[src/rtl/ge_reg_machine_if.sv]
// Handshake and data bundle between the fitness harness (master) and the
// register-program interpreter (slave).
interface ge_reg_machine_if #(
  parameter int WIDTH = 16,
  parameter int NREG  = 4,
  parameter int DEPTH = 16
);
  localparam int RW = $clog2(NREG);
  localparam int SW = $clog2(2 * NREG);
  localparam int IW = 3 + RW + SW;
  localparam int AW = $clog2(DEPTH);
  localparam int LW = $clog2(DEPTH + 1);

  logic                  prog_we;
  logic [AW-1:0]         prog_addr;
  logic [IW-1:0]         prog_wdata;
  logic [LW-1:0]         prog_len;
  logic                  start;
  logic [NREG*WIDTH-1:0] in_data;
  logic                  busy;
  logic                  done;
  logic [NREG*WIDTH-1:0] out_data;

  modport master (
    output prog_we, prog_addr, prog_wdata, prog_len, start, in_data,
    input  busy, done, out_data
  );

  modport slave (
    input  prog_we, prog_addr, prog_wdata, prog_len, start, in_data,
    output busy, done, out_data
  );
endinterface

[src/rtl/ge_reg_machine.sv]
// Sequential interpreter for straight-line register programs: one instruction
// per clock over NREG registers, with a start/busy/done handshake.
module ge_reg_machine #(
  parameter int WIDTH = 16,
  parameter int NREG  = 4,
  parameter int DEPTH = 16
) (
  input  logic             clk,
  input  logic             rst,
  ge_reg_machine_if.slave  bus
);
  localparam int RW = $clog2(NREG);
  localparam int SW = $clog2(2 * NREG);
  localparam int IW = 3 + RW + SW;
  localparam int AW = $clog2(DEPTH);
  localparam int LW = $clog2(DEPTH + 1);

  localparam logic [2:0] OP_MOV  = 3'd0;
  localparam logic [2:0] OP_AND  = 3'd1;
  localparam logic [2:0] OP_OR   = 3'd2;
  localparam logic [2:0] OP_XOR  = 3'd3;
  localparam logic [2:0] OP_LNOT = 3'd4;
  localparam logic [2:0] OP_BNOT = 3'd5;
  localparam logic [2:0] OP_HALT = 3'd7;

  typedef enum logic {IDLE, RUN} state_t;

  function automatic logic [WIDTH-1:0] alu(input logic [2:0] op,
                                           input logic [WIDTH-1:0] d,
                                           input logic [WIDTH-1:0] s);
    case (op)
      OP_MOV:  alu = s;
      OP_AND:  alu = d & s;
      OP_OR:   alu = d | s;
      OP_XOR:  alu = d ^ s;
      OP_LNOT: alu = {{(WIDTH-1){1'b0}}, (s == '0)};
      OP_BNOT: alu = ~s;
      default: alu = d;
    endcase
  endfunction

  state_t                state, state_n;
  logic [IW-1:0]         mem [DEPTH];
  logic [WIDTH-1:0]      r     [NREG];
  logic [WIDTH-1:0]      r_nxt [NREG];
  logic [WIDTH-1:0]      in_q  [NREG];
  logic [WIDTH-1:0]      in_lane [NREG];
  logic [NREG*WIDTH-1:0] r_nxt_packed;
  logic [AW-1:0]         pc;
  logic [LW-1:0]         len;
  logic [LW-1:0]         len_clamp;
  logic                  done_q;
  logic [NREG*WIDTH-1:0] out_q;

  logic [IW-1:0]         instr;
  logic [2:0]            op;
  logic [RW-1:0]         rd;
  logic [SW-1:0]         src;
  logic [WIDTH-1:0]      s_val;
  logic                  go;
  logic                  last;

  assign instr = mem[pc];
  assign op    = instr[IW-1 -: 3];
  assign rd    = instr[SW +: RW];
  assign src   = instr[SW-1:0];
  // NREG is a power of two, so the src MSB picks input lanes vs registers.
  assign s_val = src[SW-1] ? in_q[src[RW-1:0]] : r[src[RW-1:0]];
  assign go    = (state == IDLE) && bus.start;
  assign last  = (LW'(pc) == len - LW'(1)) || (op == OP_HALT);
  assign len_clamp = (bus.prog_len > LW'(DEPTH)) ? LW'(DEPTH) : bus.prog_len;

  assign bus.busy     = (state == RUN);
  assign bus.done     = done_q;
  assign bus.out_data = out_q;

  always_comb begin
    r_nxt        = r;
    r_nxt[rd]    = alu(op, r[rd], s_val);
    r_nxt_packed = '0;
    in_lane      = in_q;
    for (int i = 0; i < NREG; i++) begin
      r_nxt_packed[i*WIDTH +: WIDTH] = r_nxt[i];
      in_lane[i] = bus.in_data[i*WIDTH +: WIDTH];
    end
  end

  always_comb begin
    state_n = state;
    case (state)
      IDLE:    if (go && (len_clamp != '0)) state_n = RUN;
      RUN:     if (last) state_n = IDLE;
      default: state_n = IDLE;
    endcase
  end

  always_ff @(posedge clk) begin
    if (rst) state <= IDLE;
    else     state <= state_n;
  end

  // Program memory keeps its contents across reset; writes only while idle.
  always_ff @(posedge clk) begin
    if (bus.prog_we && (state == IDLE)) mem[bus.prog_addr] <= bus.prog_wdata;
  end

  always_ff @(posedge clk) begin
    if (rst) begin
      for (int i = 0; i < NREG; i++) begin
        r[i]    <= '0;
        in_q[i] <= '0;
      end
      pc     <= '0;
      len    <= '0;
      done_q <= 1'b0;
      out_q  <= '0;
    end else begin
      done_q <= 1'b0;
      if (go) begin
        r    <= in_lane;
        in_q <= in_lane;
        len  <= len_clamp;
        pc   <= '0;
        if (len_clamp == '0) begin
          out_q  <= bus.in_data;
          done_q <= 1'b1;
        end
      end else if (state == RUN) begin
        r  <= r_nxt;
        pc <= pc + AW'(1);
        if (last) begin
          out_q  <= r_nxt_packed;
          done_q <= 1'b1;
        end
      end
    end
  end
endmodule
[src/flat_wrapper.sv]
// flat-port wrapper written by rule: the top's interface ports become plain ports
module ge_reg_machine_flat 
#(
  parameter int WIDTH = 16,
  parameter int NREG  = 4,
  parameter int DEPTH = 16
)
  (clk, rst, bus_prog_we, bus_prog_addr, bus_prog_wdata, bus_prog_len, bus_start, bus_in_data, bus_busy, bus_done, bus_out_data);
  ge_reg_machine_if #(.WIDTH(WIDTH), .NREG(NREG), .DEPTH(DEPTH)) bus_i ();
  input  logic clk;
  input  logic rst;
  input wire logic [$bits(bus_i.prog_we)-1:0] bus_prog_we;
  input wire logic [$bits(bus_i.prog_addr)-1:0] bus_prog_addr;
  input wire logic [$bits(bus_i.prog_wdata)-1:0] bus_prog_wdata;
  input wire logic [$bits(bus_i.prog_len)-1:0] bus_prog_len;
  input wire logic [$bits(bus_i.start)-1:0] bus_start;
  input wire logic [$bits(bus_i.in_data)-1:0] bus_in_data;
  output wire logic [$bits(bus_i.busy)-1:0] bus_busy;
  output wire logic [$bits(bus_i.done)-1:0] bus_done;
  output wire logic [$bits(bus_i.out_data)-1:0] bus_out_data;
  assign bus_i.prog_we = bus_prog_we;
  assign bus_i.prog_addr = bus_prog_addr;
  assign bus_i.prog_wdata = bus_prog_wdata;
  assign bus_i.prog_len = bus_prog_len;
  assign bus_i.start = bus_start;
  assign bus_i.in_data = bus_in_data;
  assign bus_busy = bus_i.busy;
  assign bus_done = bus_i.done;
  assign bus_out_data = bus_i.out_data;
  ge_reg_machine #(.WIDTH(WIDTH), .NREG(NREG), .DEPTH(DEPTH)) u_core (.clk(clk), .rst(rst), .bus(bus_i));
endmodule
[config.mk]
export PLATFORM = sky130hd
export DESIGN_NAME = ge_reg_machine_flat
export DESIGN_NICKNAME = d
export VERILOG_FILES = /design/src/rtl/ge_reg_machine_if.sv /design/src/rtl/ge_reg_machine.sv /design/src/flat_wrapper.sv
export SDC_FILE = /design/constraint.sdc
export NUM_CORES = 1
export LEC_CHECK = 0
export ABC_AREA = 1
export BUFFER_PORTS_ARGS = -buffer_cell sky130_fd_sc_hd__buf_2
export CAP_MARGIN = 0
export CELL_PAD_IN_SITES_DETAIL_PLACEMENT = 0
export CELL_PAD_IN_SITES_GLOBAL_PLACEMENT = 2
export CORE_MARGIN = 2
export CORE_UTILIZATION = 35
export CTS_CLUSTER_DIAMETER = 100
export DETAILED_ROUTE_END_ITERATION = 16
export MAX_ROUTING_LAYER = met4
export PLACE_DENSITY = 0.81
export SYNTH_ARGS = -nofsm -noshare
export SYNTH_HDL_FRONTEND = slang
export SYNTH_SLANG_ARGS = --single-unit
[constraint.sdc]
create_clock -name clk -period 3.4 [get_ports clk]
set_clock_uncertainty 0.1 [all_clocks]
set_input_delay 1.02 -clock clk [delete_from_list [all_inputs] [get_ports clk]]
set_output_delay 1.02 -clock clk [all_outputs]
set_load 0.02 [all_outputs]
==> metrics.md <==
| Metric | Value |
|---|---|
| CP max-delay cell | `dfxtp_4` |
| Main synth FF type | `dfxtp_1` |
| Clock sink count | `about 340` |
| Setup crit end kind | `flip-flop` |
| Slew headroom | `0.3102` |
| Post-Place Worst Slack | `-376.8 ps` |
| PortBufs | `150` |
| Ratio of cells with drive above 1 in the final layout | `0.2722` |
| Initial core utilization | `0.3541` |
| H-tree levels | `2` |
| Commonest non-fill, non-tap cell in the layout | `nand2_1` |
| Number of fillers in the final layout | `4913` |
| Share of flip-flops with an asynchronous set or reset | `0` |
| Run status | `complete, but fails checks` |
| Synthesized Nets | `2407` |
| Total grt overflow | `0` |
| Leak | `10.64 nW` |
| CORE AREA | `around 49000 um^2` |
| Setup WS post-layout | `-245.2 ps` |
| TritonCTS Buffers | `40` |
| Most frequent cells in the layout | `nand2_1 (418), nand3_1 (346), inv_1 (320)` |
| CTS Buffer Depth | `3` |
| Syn Inst Count | `2288` |
| Slew at the pin closest to its max-slew limit | `around 1000 ps` |
| Die ar. | `51320 um^2` |
| Internal power | `7.921 mW` |
| Final Slew Violations | `0` |
| Area added between synthesis and finish | `32.38%` |
| WL final | `68820 um` |
| Cell variety after synth | `41` |
| Average wire per cell in the routed design | `roughly 21 um` |
| Crit path DAT | `4010 ps` |
| Final Hold Fails | `0` |
| Power per standard cell area | `~510 nW/um^2` |
| Crit share post-route | `1.072` |
| Root Buffer | `clkbuf_16` |
| Violated checks | `negative setup slack` |
| Nets | `2707` |
| Initial antenna violation count | `0` |
| Gate power share | `0.264` |
| Post-DP HPWL | `slightly below 50000 um` |
| Placer Congestion | `between 0.9 and 1` |
| 1st-iter DRT viols | `1683` |
| Die height | `226.5 um` |
| Clock Power Share | `0.352` |
| Sequential power share | `0.384` |
| Post-synthesis sequential area ratio | `0.4608` |
| DRC | `0` |
| WP data required | `between 3000 and 4000 ps` |
| Post-synth EDFFs | `128` |
| Sw Share | `0.3285` |
| ANT nets after route | `0` |
| Synthesis Warnings | `0` |
| Cell row count | `81` |
| Antenna cell count | `0` |
| CTS clk-pin slew, worst paths | `60 ps` |
| CP Launch Type | `flip-flop` |
| Max_cap viols | `0` |
| Setup violations, final | `123` |
| Crit Path Category | `reg2reg` |
| CP peak stage delay | `390 ps` |
| Storage element area | `7995 um^2` |
| Vias in the first global route | `~16000` |
| Total Routing Usage GR | `0.2674` |
| Via Count | `~17000` |
| Hold Buf Count CTS | `0` |
| Synthesized area | `17330 um^2` |
| #FFs+latches synth | `approximately 340` |
| RSZ-0062 raised after global routing | `true` |
| Clock period minus worst slack | `3645 ps` |
| Multi-input gate area | `approximately 8300 um^2` |
| Crit path max fanout | `14` |
| CTS tree | `done` |
| Clk_lat worst skew | `610 ps` |
| First-pass DRT Iterations | `7` |
| Pin count of the biggest net entering global routing | `79` |
| Die width | `226.5 um` |
| First-pass GRT wire length | `99550 um` |
| Worst VDD drop | `0.0003271 V` |
| Critical-path cell list | `buf_12 -> o21ai_0 -> o22ai_2 -> o211ai_4 -> nand2_4 -> nor2_4 -> buf_12 -> a21oi_2 -> buf_4 -> o221ai_4 -> inv_1 -> ha_1 -> nand3_1 -> o21ai_0 -> a21oi_1 -> nand3_1 -> a21oi_4 -> buf_6 -> nand2_1 -> nand2_2 -> nand3_2 -> nand2_2 -> inv_1` |
| Total Power | `between 10 and 15 mW` |
| Switching power | `3.875 mW` |
| Worst hold path class | `reg2reg` |
| Top Ports | `151` |
| Mean post-synth cell area | `between 7 and 8 um^2` |
| Max Fclk | `0.2743 GHz` |
| Vias/cell | `roughly 5.2` |
==> worst paths after layout <==
check	startpoint	to	slack (ps)	cells past startpoint
worst max register to register	flip-flop	u_core.r[9]	-250	23
worst min-delay path	u_core.in_q[7]	u_core.in_q[7]	380	2
worst max-delay path	flip-flop	u_core.r[9]	-250	23
worst min register to register	u_core.in_q[7]	u_core.in_q[7]	380	2
==> state kept, by name, indices dropped and copies added, names as in the netlist, named ones only <==
name,count
u_core.in_q,64
u_core.mem,128
u_core.bus.done,1
u_core.bus.out_data,64
u_core.bus.busy,1
u_core.pc,4
u_core.r,64
u_core.len,5
==> worst max-delay path, delay by kind of cell, from the launching register on <==
family / cells / cell delay, ps
AOI/OAI and AO/OA: 8 / 1170
adders and majority gates: 1 / 270
buffers and inverters: 6 / 730
DFF: 1 / 390
and+or+nand+nor: 8 / 850
==> per-layer routing <==
layer	track usage	routed length (um)
met1	0.3800	32070
met2	0.4030	30880
met3	0.03304	4307
met4	0.06834	1561
met5	-	0
==> power by group through the flow <==
stage / sequential, mW / clock, mW / combinational, mW
5_1_grt: 4.56 / 4.36 / 3.37
3_3_place_gp: 4.61 / 0 / 2.71
3_5_place_dp: 4.61 / 0 / 2.73
4_1_cts: 4.53 / 4.22 / 2.84
6_report: 4.53 / 4.15 / 3.11
2_1_floorplan: 4.70 / 0 / 1.42
==> cells in the mapped netlist (5+ instances only) <==
library cell | number | share of area
nand2_1 | 494 | 0.11
nand3_1 | 414 | 0.12
inv_1 | 327 | 0.071
dfxtp_1 | 207 | 0.24
a21oi_1 | 163 | 0.047
edfxtp_1 | 128 | 0.22
nor2_1 | 89 | 0.019
clkbuf_1 | 69 | 0.015
o22ai_1 | 63 | 0.023
o21ai_0 | 51 | 0.015
buf_2 | 49 | 0.014
or2_1 | 38 | 0.014
ha_1 | 34 | 0.025
o211ai_1 | 16 | 0.0069
o21ai_1 | 16 | 0.0046
inv_2 | 15 | 0.0032
a21oi_2 | 14 | 0.0071
buf_4 | 14 | 0.0061
o221ai_2 | 14 | 0.012
or2_2 | 14 | 0.0051
buf_1 | 7 | 0.0015
nand2_2 | 6 | 0.0022
buf_6 | 5 | 0.0032
or2_0 | 5 | 0.0018
xor2_1 | 5 | 0.0025
==> repair_timing <==
action                                 4_1_cts  5_1_grt
endpoints found under the hold margin        0        0
cloned                                       0        7
gates resized for setup                     75      207
buffers inserted                             3       15
pin swaps                                    5       54
setup endpoints to repair                  128      128
==> logic make-up (layout without fill, tap and decap cells) <==
logic type | after synthesis | after routing | synth area share
compound gates | 348 | 348 | 0.1208
xor+xnor | 9 | 9 | 0.004547
fa+ha+maj | 34 | 34 | 0.02454
buf+inv | 486 | 817 | 0.1140
flops | 335 | 335 | 0.4608
simple gates | 1076 | 1076 | 0.2753
==> final cells by class <==
cell class,count,area share
Sequential cell,335,0.3484
Multi-Input combinational cell,1467,0.3634
Timing Repair Buffer,402,0.1406
Inverter,342,0.05682
Clock buffer,55,0.04826
Tap cell,664,0.03621
Clock inverter,18,0.006271
==> stage by stage <==
| step | utilization | std cells | TNS, ps | cell area [um^2] | hold slack [ps] |
|---|---|---|---|---|---|
| 2_1_floorplan | - | 2288 | 0 | 17330 | 328.7 |
| 3_3_place_gp | 0.4138 | 3186 | -16700 | 20260 | 343.0 |
| 3_5_place_dp | 0.4138 | 3186 | -26870 | 20260 | 356.4 |
| 4_1_cts | 0.4463 | 3262 | -9742 | 21840 | 371.9 |
| 5_1_grt | 0.4688 | 3283 | -38620 | 22950 | 396.5 |
| 6_report | 0.4688 | 3283 | -15440 | 22950 | 375.1 |
No activity file was read; power rests on OpenSTA's default activity.
